## src/rtl/imm_gen_stage_if.sv

```systemverilog
// imm_gen_stage_if: valid/ready instruction-in / immediate-out bus of imm_gen_stage
interface imm_gen_stage_if #(
    parameter int XLEN  = 32,
    parameter int ILEN  = 32,
    parameter int TAG_W = 32
);
    logic             in_valid;
    logic             in_ready;
    logic [ILEN-1:0]  in_instr;
    logic [TAG_W-1:0] in_tag;
    logic             out_valid;
    logic             out_ready;
    logic [XLEN-1:0]  out_imm;
    logic [2:0]       out_fmt;
    logic             out_illegal;
    logic [TAG_W-1:0] out_tag;

    modport master (
        output in_valid, in_instr, in_tag, out_ready,
        input  in_ready, out_valid, out_imm, out_fmt, out_illegal, out_tag
    );

    modport slave (
        input  in_valid, in_instr, in_tag, out_ready,
        output in_ready, out_valid, out_imm, out_fmt, out_illegal, out_tag
    );
endinterface

```

## src/rtl/imm_gen_stage.sv

```systemverilog
// imm_gen_stage: registered, skid-buffered immediate generator for the decode path
module imm_gen_stage #(
    parameter int XLEN     = 32,
    parameter int ILEN     = 32,
    parameter int TAG_W    = 32,
    parameter int EN_ZICSR = 1,
    parameter int CNT_W    = 16
) (
    input  logic             clk,
    input  logic             rst_n,
    input  logic             flush_i,
    imm_gen_stage_if.slave   bus,
    output logic [CNT_W-1:0] illegal_cnt
);
    if ((XLEN != 32 && XLEN != 64) || ILEN != 32) begin : g_bad_param
        $fatal(1, "imm_gen_stage: XLEN must be 32 or 64 and ILEN must be 32");
    end

    typedef enum logic [2:0] {FMT_NONE, FMT_I, FMT_S, FMT_B, FMT_U, FMT_J, FMT_Z} fmt_e;

    typedef struct packed {
        logic             v;
        logic [XLEN-1:0]  imm;
        fmt_e             fmt;
        logic             ill;
        logic [TAG_W-1:0] tag;
    } ent_t;

    logic [31:0]      ins;
    logic [6:0]       opc;
    logic [2:0]       f3;
    fmt_e             fmt;
    logic             ill;
    logic [31:0]      imm32;
    logic             acc;
    ent_t             dec, o_q, o_d, s_q, s_d;
    logic [CNT_W-1:0] cnt_q, cnt_d;

    assign ins = bus.in_instr;
    assign opc = ins[6:0];
    assign f3  = ins[14:12];

    // opcode classification; anything illegal collapses to NONE
    always_comb begin
        fmt = FMT_NONE;
        ill = 1'b0;
        case (opc)
            7'h03, 7'h13, 7'h67: fmt = FMT_I;
            7'h23:               fmt = FMT_S;
            7'h63:               fmt = FMT_B;
            7'h37, 7'h17:        fmt = FMT_U;
            7'h6F:               fmt = FMT_J;
            7'h33, 7'h0F:        fmt = FMT_NONE;
            7'h73:               fmt = (EN_ZICSR != 0 && f3 != 3'b000) ? FMT_Z : FMT_I;
            default:             ill = 1'b1;
        endcase
        if (XLEN == 32 && opc == 7'h13 && f3[1:0] == 2'b01 && ins[25])
            ill = 1'b1;
        if (ill)
            fmt = FMT_NONE;
    end

    // 32-bit immediate per format; widened to XLEN by sign extension below
    always_comb begin
        imm32 = '0;
        case (fmt)
            FMT_I:   imm32 = 32'($signed(ins[31:20]));
            FMT_S:   imm32 = 32'($signed({ins[31:25], ins[11:7]}));
            FMT_B:   imm32 = 32'($signed({ins[31], ins[7], ins[30:25], ins[11:8], 1'b0}));
            FMT_U:   imm32 = {ins[31:12], 12'b0};
            FMT_J:   imm32 = 32'($signed({ins[31], ins[19:12], ins[20], ins[30:21], 1'b0}));
            FMT_Z:   imm32 = {27'b0, ins[19:15]};
            default: imm32 = '0;
        endcase
    end

    assign dec = '{1'b1, XLEN'($signed(imm32)), fmt, ill, bus.in_tag};
    assign acc = bus.in_valid && !s_q.v;

    // output/skid steering: skid always drains first to keep order; flush wins over everything
    always_comb begin
        o_d   = o_q;
        s_d   = s_q;
        cnt_d = cnt_q;
        if (flush_i) begin
            o_d.v = 1'b0;
            s_d.v = 1'b0;
        end else begin
            if (!o_q.v || bus.out_ready) begin
                if (s_q.v) begin
                    o_d   = s_q;
                    s_d.v = 1'b0;
                end else if (acc) begin
                    o_d = dec;
                end else begin
                    o_d.v = 1'b0;
                end
            end else if (acc) begin
                s_d = dec;
            end
            if (acc && ill && cnt_q != '1)
                cnt_d = cnt_q + 1'b1;
        end
    end

    // state registers
    always_ff @(posedge clk or negedge rst_n) begin
        if (!rst_n) begin
            o_q   <= '0;
            s_q   <= '0;
            cnt_q <= '0;
        end else begin
            o_q   <= o_d;
            s_q   <= s_d;
            cnt_q <= cnt_d;
        end
    end

    assign bus.in_ready    = !s_q.v;
    assign bus.out_valid   = o_q.v;
    assign bus.out_imm     = o_q.imm;
    assign bus.out_fmt     = o_q.fmt;
    assign bus.out_illegal = o_q.ill;
    assign bus.out_tag     = o_q.tag;
    assign illegal_cnt     = cnt_q;
endmodule

```

## src/flat_wrapper.sv

```systemverilog
// flat-port wrapper written by rule: the top's interface ports become plain ports
module imm_gen_stage_flat 
#(
    parameter int XLEN     = 32,
    parameter int ILEN     = 32,
    parameter int TAG_W    = 32,
    parameter int EN_ZICSR = 1,
    parameter int CNT_W    = 16
)
  (clk, rst_n, flush_i, illegal_cnt, bus_in_valid, bus_in_instr, bus_in_tag, bus_out_ready, bus_in_ready, bus_out_valid, bus_out_imm, bus_out_fmt, bus_out_illegal, bus_out_tag);
  imm_gen_stage_if #(.XLEN(XLEN), .ILEN(ILEN), .TAG_W(TAG_W)) bus_i ();
  input  logic clk;
  input  logic rst_n;
  input  logic flush_i;
  output logic [CNT_W-1:0] illegal_cnt;
  input wire logic [$bits(bus_i.in_valid)-1:0] bus_in_valid;
  input wire logic [$bits(bus_i.in_instr)-1:0] bus_in_instr;
  input wire logic [$bits(bus_i.in_tag)-1:0] bus_in_tag;
  input wire logic [$bits(bus_i.out_ready)-1:0] bus_out_ready;
  output wire logic [$bits(bus_i.in_ready)-1:0] bus_in_ready;
  output wire logic [$bits(bus_i.out_valid)-1:0] bus_out_valid;
  output wire logic [$bits(bus_i.out_imm)-1:0] bus_out_imm;
  output wire logic [$bits(bus_i.out_fmt)-1:0] bus_out_fmt;
  output wire logic [$bits(bus_i.out_illegal)-1:0] bus_out_illegal;
  output wire logic [$bits(bus_i.out_tag)-1:0] bus_out_tag;
  assign bus_i.in_valid = bus_in_valid;
  assign bus_i.in_instr = bus_in_instr;
  assign bus_i.in_tag = bus_in_tag;
  assign bus_i.out_ready = bus_out_ready;
  assign bus_in_ready = bus_i.in_ready;
  assign bus_out_valid = bus_i.out_valid;
  assign bus_out_imm = bus_i.out_imm;
  assign bus_out_fmt = bus_i.out_fmt;
  assign bus_out_illegal = bus_i.out_illegal;
  assign bus_out_tag = bus_i.out_tag;
  imm_gen_stage #(.XLEN(XLEN), .ILEN(ILEN), .TAG_W(TAG_W), .EN_ZICSR(EN_ZICSR), .CNT_W(CNT_W)) u_core (.clk(clk), .rst_n(rst_n), .flush_i(flush_i), .bus(bus_i), .illegal_cnt(illegal_cnt));
endmodule
```

## config.mk

```make
export PLATFORM = sky130hd
export DESIGN_NAME = imm_gen_stage_flat
export DESIGN_NICKNAME = d
export VERILOG_FILES = /design/src/rtl/imm_gen_stage_if.sv /design/src/rtl/imm_gen_stage.sv /design/src/flat_wrapper.sv
export SDC_FILE = /design/constraint.sdc
export NUM_CORES = 1
export LEC_CHECK = 0
export ABC_AREA = 1
export CAP_MARGIN = 30
export CELL_PAD_IN_SITES_DETAIL_PLACEMENT = 1
export CELL_PAD_IN_SITES_GLOBAL_PLACEMENT = 1
export CORE_MARGIN = 2
export CORE_UTILIZATION = 34
export CTS_CLUSTER_SIZE = 20
export DETAILED_ROUTE_END_ITERATION = 16
export GPL_TIMING_DRIVEN = 0
export PLACE_DENSITY = 0.73
export REMOVE_ABC_BUFFERS = 1
export SLEW_MARGIN = 5
export SYNTH_ARGS = -nofsm -noshare
export SYNTH_HDL_FRONTEND = slang
export SYNTH_SLANG_ARGS = --single-unit
```

## constraint.sdc

```tcl
create_clock -name clk -period 1.62 [get_ports clk]
set_input_delay 0.486 -clock clk [delete_from_list [all_inputs] [get_ports clk]]
set_output_delay 0.486 -clock clk [all_outputs]
set_load 0.05 [all_outputs]
```

==> impl_metrics.toml, run 1 <==
[outcome]
status = "finished with violations"
violations_in_the_final_reports = "negative setup slack"

[yosys]
synth_largest_area_cell = "dfrtp_1"
share_of_the_synthesized_area_in_the_top_cell_type_pct = 51.9
synth_compound_area_share_pct = 13.3
postSynthCellCount = 944
number_of_enable_type_register_cells_in_the_synthesized_netlist = 0
muxShareOfSynthArea_pct = 0
post_synth_xor_area_fraction_pct = 1.65
synth_cell_type_count = 35
postSynth.topFlopCell = "dfrtp_1"
yosys_warnings = 0
synth.top_cells.by_area = "dfrtp_1 52%, nand2_1 15%, o21ai_0 8.8%"
syn_area_um2 = 7430
post_synth.cell_area_avg_um2 = 7.87
yosysSeqAreaShare_pct = 51.9
synth_seq_cells = 154
synth_top_family_by_area = "simple AND/OR/NAND/NOR gates"
asyncSetResetFlopFracSynth_pct = 100
synthAdderAreaFrac_pct = 0.168
synthSimpleGateAreaFrac_pct = 25.5

[global_route]
first_pass_grt_wire_length_um = 44500
via_count_of_the_first_global_routing_pass = 7867
pin_count_of_the_biggest_net_entering_global_routing = 85
grt_antenna_before_repair = 0
grt.overflow.total = 0
global_route.usage.total_pct = 24.3

[clocking]
numClockSinks = 154
cts.clk_slew.worst_paths_ps = 70
ctsRootBufferMaster = "clkbuf_16"
cts-htree-levels = 4
tritoncts_clock_tree = "built"
cts_max_path_buffers = 2
cts_inserted_buffers = 17
insertion_delay_ps = 440
postCtsHoldBufs = 0

[power_and_ir_drop]
power_leakage_nw = 6.32
ir_worst_vdd_mv = 0.626
post-layout-total-power_mw = 12.6
power_density_nw_per_um2 = 1050

[placed_design]
finalWeightedCongestion = 0.755
placedInstanceArea_um2 = 9300
pre_cts_ws_ps = -1660
dp.final_hpwl_um = 14200
placement.io_buffers = 154

[floorplanning]
floorplan.io_pins = 155
die_h_um = 152
initial_core_utilization_pct = 34.4
floorplan.core_area_um2 = 21600
placement_rows = 54
die_w_um = 152
die-area_um2 = 23100

[detailed_routing]
drt_pass1_iterations = 4
top_layer_used = "met4"
detail-route-antenna-nets = 0
num_vias = 7810
drt_iter0_drc = 514
route.detailed.vias_per_inst = 5.30
drc = 0
met3_wirelength_um = 1080
met2RoutedLength_um = 16400
wl_um = 31700
met1Wirelength_um = 13500
wire_per_inst_um = 21.5

[setup_path]
worst-path-buf-inv = 4
worstPathMaxFanout = 6
critical_path.endpoint_type = "flop"
timing.critical_path.slowest_cell_delay_ps = 180
worst_ep_required_time_ps = 1990
series_of_cell_instances_along_the_critical_path = "buf_2, inv_2, nand2_1, nor2_2, nand2_1, nand3_1, nor2_2, nand2_2, nand2_4, nor2_8, buf_8, buf_6, nand4_4, nand4_1, nand2_1, nand2_1"
setup_slack_reg_to_reg_ps = -110
critical_path.slowest_cell = "nor2_2"
startpoint_type = "primary input"
crit_arrival_ps = 2240
timing.critical_path.mode_cell = "nand2_1"
critical-path-top-delay-family = "simple AND/OR/NAND/NOR gates"
worst-setup-path-type = "in -> reg"

[sta]
final-setup-viol-count = 102
maxSlewHeadroom_pct = 55.2
finClkSkew_ps = 12.7
max_clock_freq_mhz = 535
finalWorstSetupSlack_ps = -248
period_minus_slack_ps = 1870
final_min_period_over_clock_period_pct = 115
maxSlewViolCount = 0
grt_setup_unrepaired = "true"
worst_hold_slack_ps = 54.0
finalHoldViolCount = 0
transition_time_at_the_pin_with_the_least_slew_margin_ps = 672

[cells_and_area]
post_route_cells_drive_above_1_share_pct = 36.3
diodes = 0
final_design_area_no_fill_um2 = 12000
finish.net_count = 1252
syn2layout_area_growth_pct = 62.1

[flow_run]
drv_cap = 0

[hold_path]
timing.hold.worst.class = "in -> async"
worst register-to-register path: cells and delay by family (launching register included):
kind | cells | cell delay (ps)
simple gates | 5 | 660
flops | 1 | 400
buf+inv | 2 | 250
fa+ha+maj | 1 | 190
xor+xnor | 1 | 150
cells in the final DEF, fill, tap and decap left out, drive strengths merged, types with 3 or more instances in the layout:
| master | count |
|---|---|
| nand2 | 302 |
| buf | 187 |
| dfrtp | 154 |
| o21ai | 144 |
| inv | 87 |
| nor2 | 58 |
| clkdlybuf4s50 | 53 |
| nand3 | 48 |
| a21oi | 40 |
| nand4 | 34 |
| clkbuf | 33 |
| xor2 | 10 |
| bufinv | 5 |
| bufbuf | 5 |
| nor3 | 5 |
| clkinv | 5 |
| clkinvlp | 4 |
| xnor2 | 4 |
| nor4 | 3 |
power breakdown:
part | switching, mW | leakage (nW) | total (mW) | internal [mW]
Combinational | 2.15 | 4.02 | 3.31 | 1.16
Clock | 1.79 | 0.309 | 4.54 | 2.75
Sequential | 0.372 | 1.99 | 4.77 | 4.40
synth_stat cells (2+ instances only):
master and number:
nand2_2 6, nor2_2 3, clkbuf_1 44, inv_2 5
o21ai_0 131, nand2_1 294, nand2_4 2, buf_6 2
buf_4 4, nor2_1 54, buf_2 4, o21ai_1 13
nand3_1 48, a41oi_1 2, nand4_1 25, a21oi_1 40
inv_1 77, xor2_1 10, xnor2_1 4, o21bai_1 2
a32o_1 2, dfrtp_1 154, nor4_1 3, nor3_1 4
final timing paths:
kind / start / to / cells after the start
min in group clk: u_core.s_q[41]$_DFFE_PN0P_ / u_core.s_q[41]$_DFFE_PN0P_ / 2
setup / recovery: bus_in_instr[6] / u_core.bus.out_imm[24]$_DFFE_PN0P_ / 16
hold / removal: rst_n / u_core.bus.out_tag[11]$_DFFE_PN0P_ / 1
max in group asynchronous: rst_n / u_core.illegal_cnt[6]$_DFFE_PN0P_ / 2
setup reg to reg: u_core.illegal_cnt[1]$_DFFE_PN0P_ / u_core.illegal_cnt[14]$_DFFE_PN0P_ / 9
hold reg to reg: u_core.s_q[41]$_DFFE_PN0P_ / u_core.s_q[41]$_DFFE_PN0P_ / 2
routing by layer:
metal / track usage, % / vias up
li1: - / 3576
met1: 32.4 / 3966
met2: 41.5 / 211
met3: 3.25 / 57
met4: 7.08 / 0
met5: 0 / -
final cells by class:
| type | instances | area, um^2 |
|---|---|---|
| Clock buffer | 18 | 429 |
| Timing Repair inverter | 4 | 37.5 |
| Sequential cell | 154 | 3870 |
| Multi-Input combinational cell | 658 | 4000 |
| Tap cell | 280 | 350 |
| Fill cell | 2501 | 9580 |
| Inverter | 84 | 389 |
| Clock inverter | 13 | 216 |
| Timing Repair Buffer | 263 | 2750 |
cell families after synthesis:
logic type	count (synthesis)
and+or+nand+nor	444
xor gates and xnor gates	14
DFF	154
buffers and inverters	139
AOI/OAI and AO/OA	192
adders and majority gates	1
stage by stage:
step	TNS, ps	cells	util (%)
final	-12110	1474	55.7
after global routing	-18640	1474	55.7
after CTS	-3940	1438	51.0
after detailed placement	-191650	1331	43.0
after global placement	-1749710	1323	42.0
after floorplan	-364610	889	-
sequential cells by signal, summed over array words and instances, names as in the netlist:
signal and count:
u_core.bus.out_valid 1, u_core.s_q 69, u_core.bus.out_illegal 1, u_core.bus.out_tag 32, u_core.bus.out_imm 32, u_core.bus.out_fmt 3, u_core.illegal_cnt 16
what timing repair did:
item	in CTS	in global routing
buffers inserted	57	25
setup endpoints to repair	238	154
gates cloned	19	15
pin swaps	42	47
gates resized for setup	663	181
Note: power is estimated with default switching activity, not from simulation.
==> run 2: changes to the inputs <==
- SKIP_LAST_GASP: not set -> 1
==> run 2 against run 1 <==
The run still ends with negative setup slack left. Via count down 1.8%. Critical path depth did not move. Utilization down 1.5 points. Final cell count down 0.75%. Sequential cell count stayed put. Power down 2.1%. Setup slack better by 76 ps. Clock skew decreased by 0.65 ps. Clock power about the same. First-iteration DRC count decreased by 11%. Combinational power shrank 6.6%. Maximum frequency up 4.2%. Critical path type unchanged.
==> impl_metrics.toml, run 2 (same netlist as run 1, synthesis figures left out) <==
[outcome]
status = "finished with violations"
violations_in_the_final_reports = "negative setup slack"

[floorplanning]
floorplan.io_pins = 155
die_w_um = 152
die_h_um = 152
floorplan.core_area_um2 = 21600
placement_rows = 54
die-area_um2 = 23100
initial_core_utilization_pct = 34.4

[hold_path]
timing.hold.worst.class = "in -> async"

[sta]
transition_time_at_the_pin_with_the_least_slew_margin_ps = 672
finClkSkew_ps = 12.0
finalHoldViolCount = 0
final-setup-viol-count = 81
final_min_period_over_clock_period_pct = 111
worst_hold_slack_ps = 66.0
maxSlewViolCount = 0
max_clock_freq_mhz = 558
total_negative_setup_slack_ps = -7070
maxSlewHeadroom_pct = 55.2
period_minus_slack_ps = 1790
grt_setup_unrepaired = "true"
finalWorstSetupSlack_ps = -172

[placed_design]
placement.io_buffers = 154
placedCellCount = 1331
finalWeightedCongestion = 0.755
dp.final_hpwl_um = 14200

[global_route]
pin_count_of_the_biggest_net_entering_global_routing = 85
first_pass_grt_wire_length_um = 44600
grt_antenna_before_repair = 0
via_count_of_the_first_global_routing_pass = 7841
global_route.usage.total_pct = 24.3
grt.overflow.total = 0

[detailed_routing]
drt_pass1_iterations = 4
detail-route-antenna-nets = 0
wl_um = 30300
drc = 0
route.detailed.vias_per_inst = 5.24
wire_per_inst_um = 20.7
num_vias = 7667
drt_iter0_drc = 456

[setup_path]
crit_arrival_ps = 2160
worst_ep_required_time_ps = 1990
startpoint_type = "primary input"
critical_path.endpoint_type = "flop"
worstPathMaxFanout = 6
worst-setup-path-type = "in -> reg"

[flow_run]
drv_cap = 0

[clocking]
cts.clk_slew.worst_paths_ps = 70
cts-htree-levels = 4
tritoncts_clock_tree = "built"
cts_max_path_buffers = 2
insertion_delay_ps = 440
cts_inserted_buffers = 17
numClockSinks = 154
ctsRootBufferMaster = "clkbuf_16"

[power_and_ir_drop]
ir_worst_vdd_mv = 0.690
post-layout-total-power_mw = 12.4
power_density_nw_per_um2 = 1050
power_leakage_nw = 6.17

[cells_and_area]
diodes = 0
post_route_cells_drive_above_1_share_pct = 33.0
finish.net_count = 1241
largest_reg_flops = 69
mostFrequentLayoutCells = "272 x nand2_1, 148 x dfrtp_1, 98 x o21ai_0"
top_register = "u_core.s_q"
post-route-util_pct = 54.2
final_cells = 1463
syn2layout_area_growth_pct = 57.6
layout_commonest_cell = "nand2_1"
[run 2: cell types whose count changed in the layout (fill, tap and decap cells not counted), moves of 5 or more]
cell	previous run	this run
nand2_1	263	272
buf_2	74	79
buf_6	31	23
nand2_4	13	7
o21ai_0	81	98
o21ai_2	25	12
[run 2: critical path, cell delays in order]
cell	delay, ps
buf_8	100
nor2_4	100
nor2b_4	200
buf_6	140
nand2_4	50
nand2_2	80
nor2_2	40
nand2_2	70
nand2_4	70
nor2_8	120
buf_8	150
buf_6	100
nand4_4	160
nand4_1	170
nand2_1	60
nand2_1	50
[run 2: worst paths after layout]
check / start / end / slack (ps) / cells past startpoint
setup / recovery: bus_in_instr[2] / u_core.bus.out_imm[24]$_DFFE_PN0P_ / -170 / 16
hold / removal: rst_n / u_core.s_q[1]$_DFFE_PN0P_ / 70 / 1
setup reg to reg: u_core.illegal_cnt[0]$_DFFE_PN0P_ / u_core.illegal_cnt[12]$_DFFE_PN0P_ / -130 / 9
hold reg to reg: u_core.bus.out_imm[17]$_DFFE_PN0P_ / u_core.bus.out_imm[17]$_DFFE_PN0P_ / 480 / 2
max in group asynchronous: rst_n / u_core.illegal_cnt[5]$_DFFE_PN0P_ / 730 / 2
min in group clk: u_core.bus.out_imm[17]$_DFFE_PN0P_ / u_core.bus.out_imm[17]$_DFFE_PN0P_ / 480 / 2
[run 2: power by group]
| group | internal (mW) | total, mW | switching (mW) |
|---|---|---|---|
| clock network | 2.75 | 4.55 | 1.80 |
| logic | 1.03 | 3.09 | 2.06 |
| registers | 4.39 | 4.72 | 0.326 |
| total | 8.17 | 12.4 | 4.19 |
[run 2: repair_timing]
item / CTS / global route
resized for setup: 645 / 126
setup endpoints to repair: 238 / 154
cloned: 19 / 9
buffers inserted: 57 / 19
pin swaps: 42 / 41
hold buffers: 0 / 0
[run 2: layout make-up]
class | instances | area, um^2
fill | 2526 | 9910
multi-input combinational | 658 | 3890
clock buffer | 18 | 429
timing repair buffer | 252 | 2550
tap | 280 | 350
timing repair inverter | 4 | 37.5
inverter | 84 | 387
sequential | 154 | 3860
clock inverter | 13 | 216
[run 2: stage by stage]
step                      cell area (um^2)  setup WS, ps
after detailed placement              9300         -1660
after floorplan                       7190         -4200
final                                11700          -172
after CTS                            11000          -147
after global placement                9080         -7620
after global routing                 11700          -256
[run 2: per-layer routing]
layer / vias to the layer above / part of all wire [%] / track usage (%) / wire length [um]
met5: - / 0 / 0 / 0
met4: 0 / 1.5 / 7.03 / 464
met3: 38 / 3.1 / 3.28 / 951
met2: 175 / 51 / 41.2 / 15500
met1: 3915 / 44 / 32.7 / 13400
li1: 3539 / - / - / -
==> run 3: changes to the inputs <==
- RECOVER_POWER: not set -> 25
==> run 3 against run 2 <==
Via count up 0.17%. The run still ends with negative setup slack left. Die area unchanged. Register-to-register slack worse by 20 ps. Critical path type unchanged. Maximum frequency down 0.11%.
==> impl_metrics.toml, run 3 (same netlist as run 1, synthesis figures left out) <==
[outcome]
status = "finished with violations"
violations_in_the_final_reports = "negative setup slack"

[clocking]
numClockSinks = 154
insertion_delay_ps = 440
cts.clk_slew.worst_paths_ps = 70
tritoncts_clock_tree = "built"
cts_max_path_buffers = 2
ctsRootBufferMaster = "clkbuf_16"
postCtsHoldBufs = 0
cts_inserted_buffers = 17
cts-htree-levels = 4

[flow_run]
drv_cap = 0

[global_route]
grt.overflow.total = 0
grt_antenna_before_repair = 0
pin_count_of_the_biggest_net_entering_global_routing = 85
global_route.usage.total_pct = 24.3
grt_util_met3_pct = 3.28
first_pass_grt_wire_length_um = 44600
via_count_of_the_first_global_routing_pass = 7841
grtUsageMet1_pct = 32.7
globalRoute.busiestLayer = "met2"
use_met2_pct = 41.2

[setup_path]
worstPathMaxFanout = 6
critical_path.endpoint_type = "flop"
worst_ep_required_time_ps = 1990
reg2reg_depth = 9
crit_arrival_ps = 2160
worst-path-buf-inv = 4
worst-setup-path-type = "in -> reg"
critical-path-top-delay-family = "simple AND/OR/NAND/NOR gates"
timing.critical_path.slowest_cell_delay_ps = 200
startpoint_type = "primary input"
worstSetupStartpoint = "bus_in_instr[2]"
series_of_cell_instances_along_the_critical_path = "buf_8, nor2_4, nor2b_4, buf_6, nand2_4, nand2_2, nor2_2, nand2_2, nand2_4, nor2_8, buf_8, buf_6, nand4_4, nand4_1, nand2_1, nand2_1"
timing.rr.end = "u_core.illegal_cnt[12]$_DFFE_PN0P_"
setup_slack_reg_to_reg_ps = -150
critical_path.slowest_cell = "nor2b_4"
rr_startpoint = "u_core.illegal_cnt[0]$_DFFE_PN0P_"

[cells_and_area]
post-route-util_pct = 54.1
mostFrequentLayoutCells = "272 x nand2_1, 148 x dfrtp_1, 98 x o21ai_0"
diodes = 0
num-fill-cells = 2526
largest_reg_flops = 69
layout_commonest_cell = "nand2_1"
post_route_cells_drive_above_1_share_pct = 33.0
finish.net_count = 1241
top_register = "u_core.s_q"
syn2layout_area_growth_pct = 57.5

[sta]
transition_time_at_the_pin_with_the_least_slew_margin_ps = 1230
finalHoldViolCount = 0
max_clock_freq_mhz = 558
final_min_period_over_clock_period_pct = 111
final-setup-viol-count = 83
finClkSkew_ps = 10.8
maxSlewViolCount = 0
grt_setup_unrepaired = "true"
maxSlewHeadroom_pct = 18.0
finalWorstSetupSlack_ps = -173
period_minus_slack_ps = 1790

[power_and_ir_drop]
power_leakage_nw = 6.17
post-layout-total-power_mw = 12.4
ir_worst_vdd_mv = 0.689
power_density_nw_per_um2 = 1060

[detailed_routing]
wl_um = 30400
drc = 0
drt_iter0_drc = 449
drt_pass1_iterations = 5
wire_per_inst_um = 20.8
num_vias = 7680
route.detailed.vias_per_inst = 5.25
detail-route-antenna-nets = 0

[placed_design]
finalWeightedCongestion = 0.755
placement.io_buffers = 154
dp.final_hpwl_um = 14200

[floorplanning]
die_h_um = 152
floorplan.io_pins = 155
initial_core_utilization_pct = 34.4
die-area_um2 = 23100
floorplan.core_area_um2 = 21600
placement_rows = 54
die_w_um = 152

[hold_path]
timing.hold.worst.class = "in -> async"
==> run 3: cell types whose count changed in the layout (fill, tap and decap cells not counted) <==
cell / delta
buf_8: -1
clkbuf_4: +1
==> run 3: how the worst max path moves through the flow <==
stage	cells after the start	to
CTS	3	bus_in_ready
detailed placement	10	u_core.bus.out_imm[17]$_DFFE_PN0P_
finish	16	u_core.bus.out_imm[24]$_DFFE_PN0P_
global placement	5	u_core.s_q[30]$_DFFE_PN0P_
global route	15	u_core.bus.out_imm[8]$_DFFE_PN0P_
floorplan	5	u_core.s_q[0]$_DFFE_PN0P_
==> run 3: power breakdown <==
group	internal, mW	switching (mW)	total [mW]	leakage [nW]
sequential	4.39	0.326	4.72	2.00
clock	2.75	1.80	4.55	0.309
combinational	1.03	2.06	3.09	3.86
==> run 3: timing repair <==
action | CTS | global route
setup buffers | 57 | 19
endpoints found under the setup margin | 238 | 154
cloned | 19 | 9
pin swaps | 42 | 41
resized for setup | 645 | 126
==> run 3: per-layer routing <==
metal	vias to the layer above	part of all wire, %
li1	3545	-
met1	3923	44
met2	171	51
met3	41	3.0
met4	0	1.6
met5	-	0
==> run 3: metrics by stage <==
| step | hold slack, ps | setup slack [ps] | instance area, um^2 | setup TNS, ps | std cells |
|---|---|---|---|---|---|
| CTS | 82.9 | -147 | 11000 | -4280 | 1438 |
| global placement | 456 | -7620 | 9080 | -1749710 | 1323 |
| finish | 338 | -173 | 11700 | -7310 | 1463 |
| floorplan | 190 | -4200 | 7190 | -364610 | 889 |
| detailed placement | 466 | -1660 | 9300 | -191650 | 1331 |
| global route | 439 | -256 | 11700 | -15290 | 1463 |
==> run 3: final cells by class <==
cell class	instances	area, um^2	area share [%]
clock buffer	18	429	3.67
clock inverter	13	216	1.85
inverter	84	387	3.30
multi-input combinational	658	3890	33.2
sequential	154	3860	33.0
tap	280	350	2.99
timing repair buffer	252	2540	21.7
timing repair inverter	4	37.5	0.321
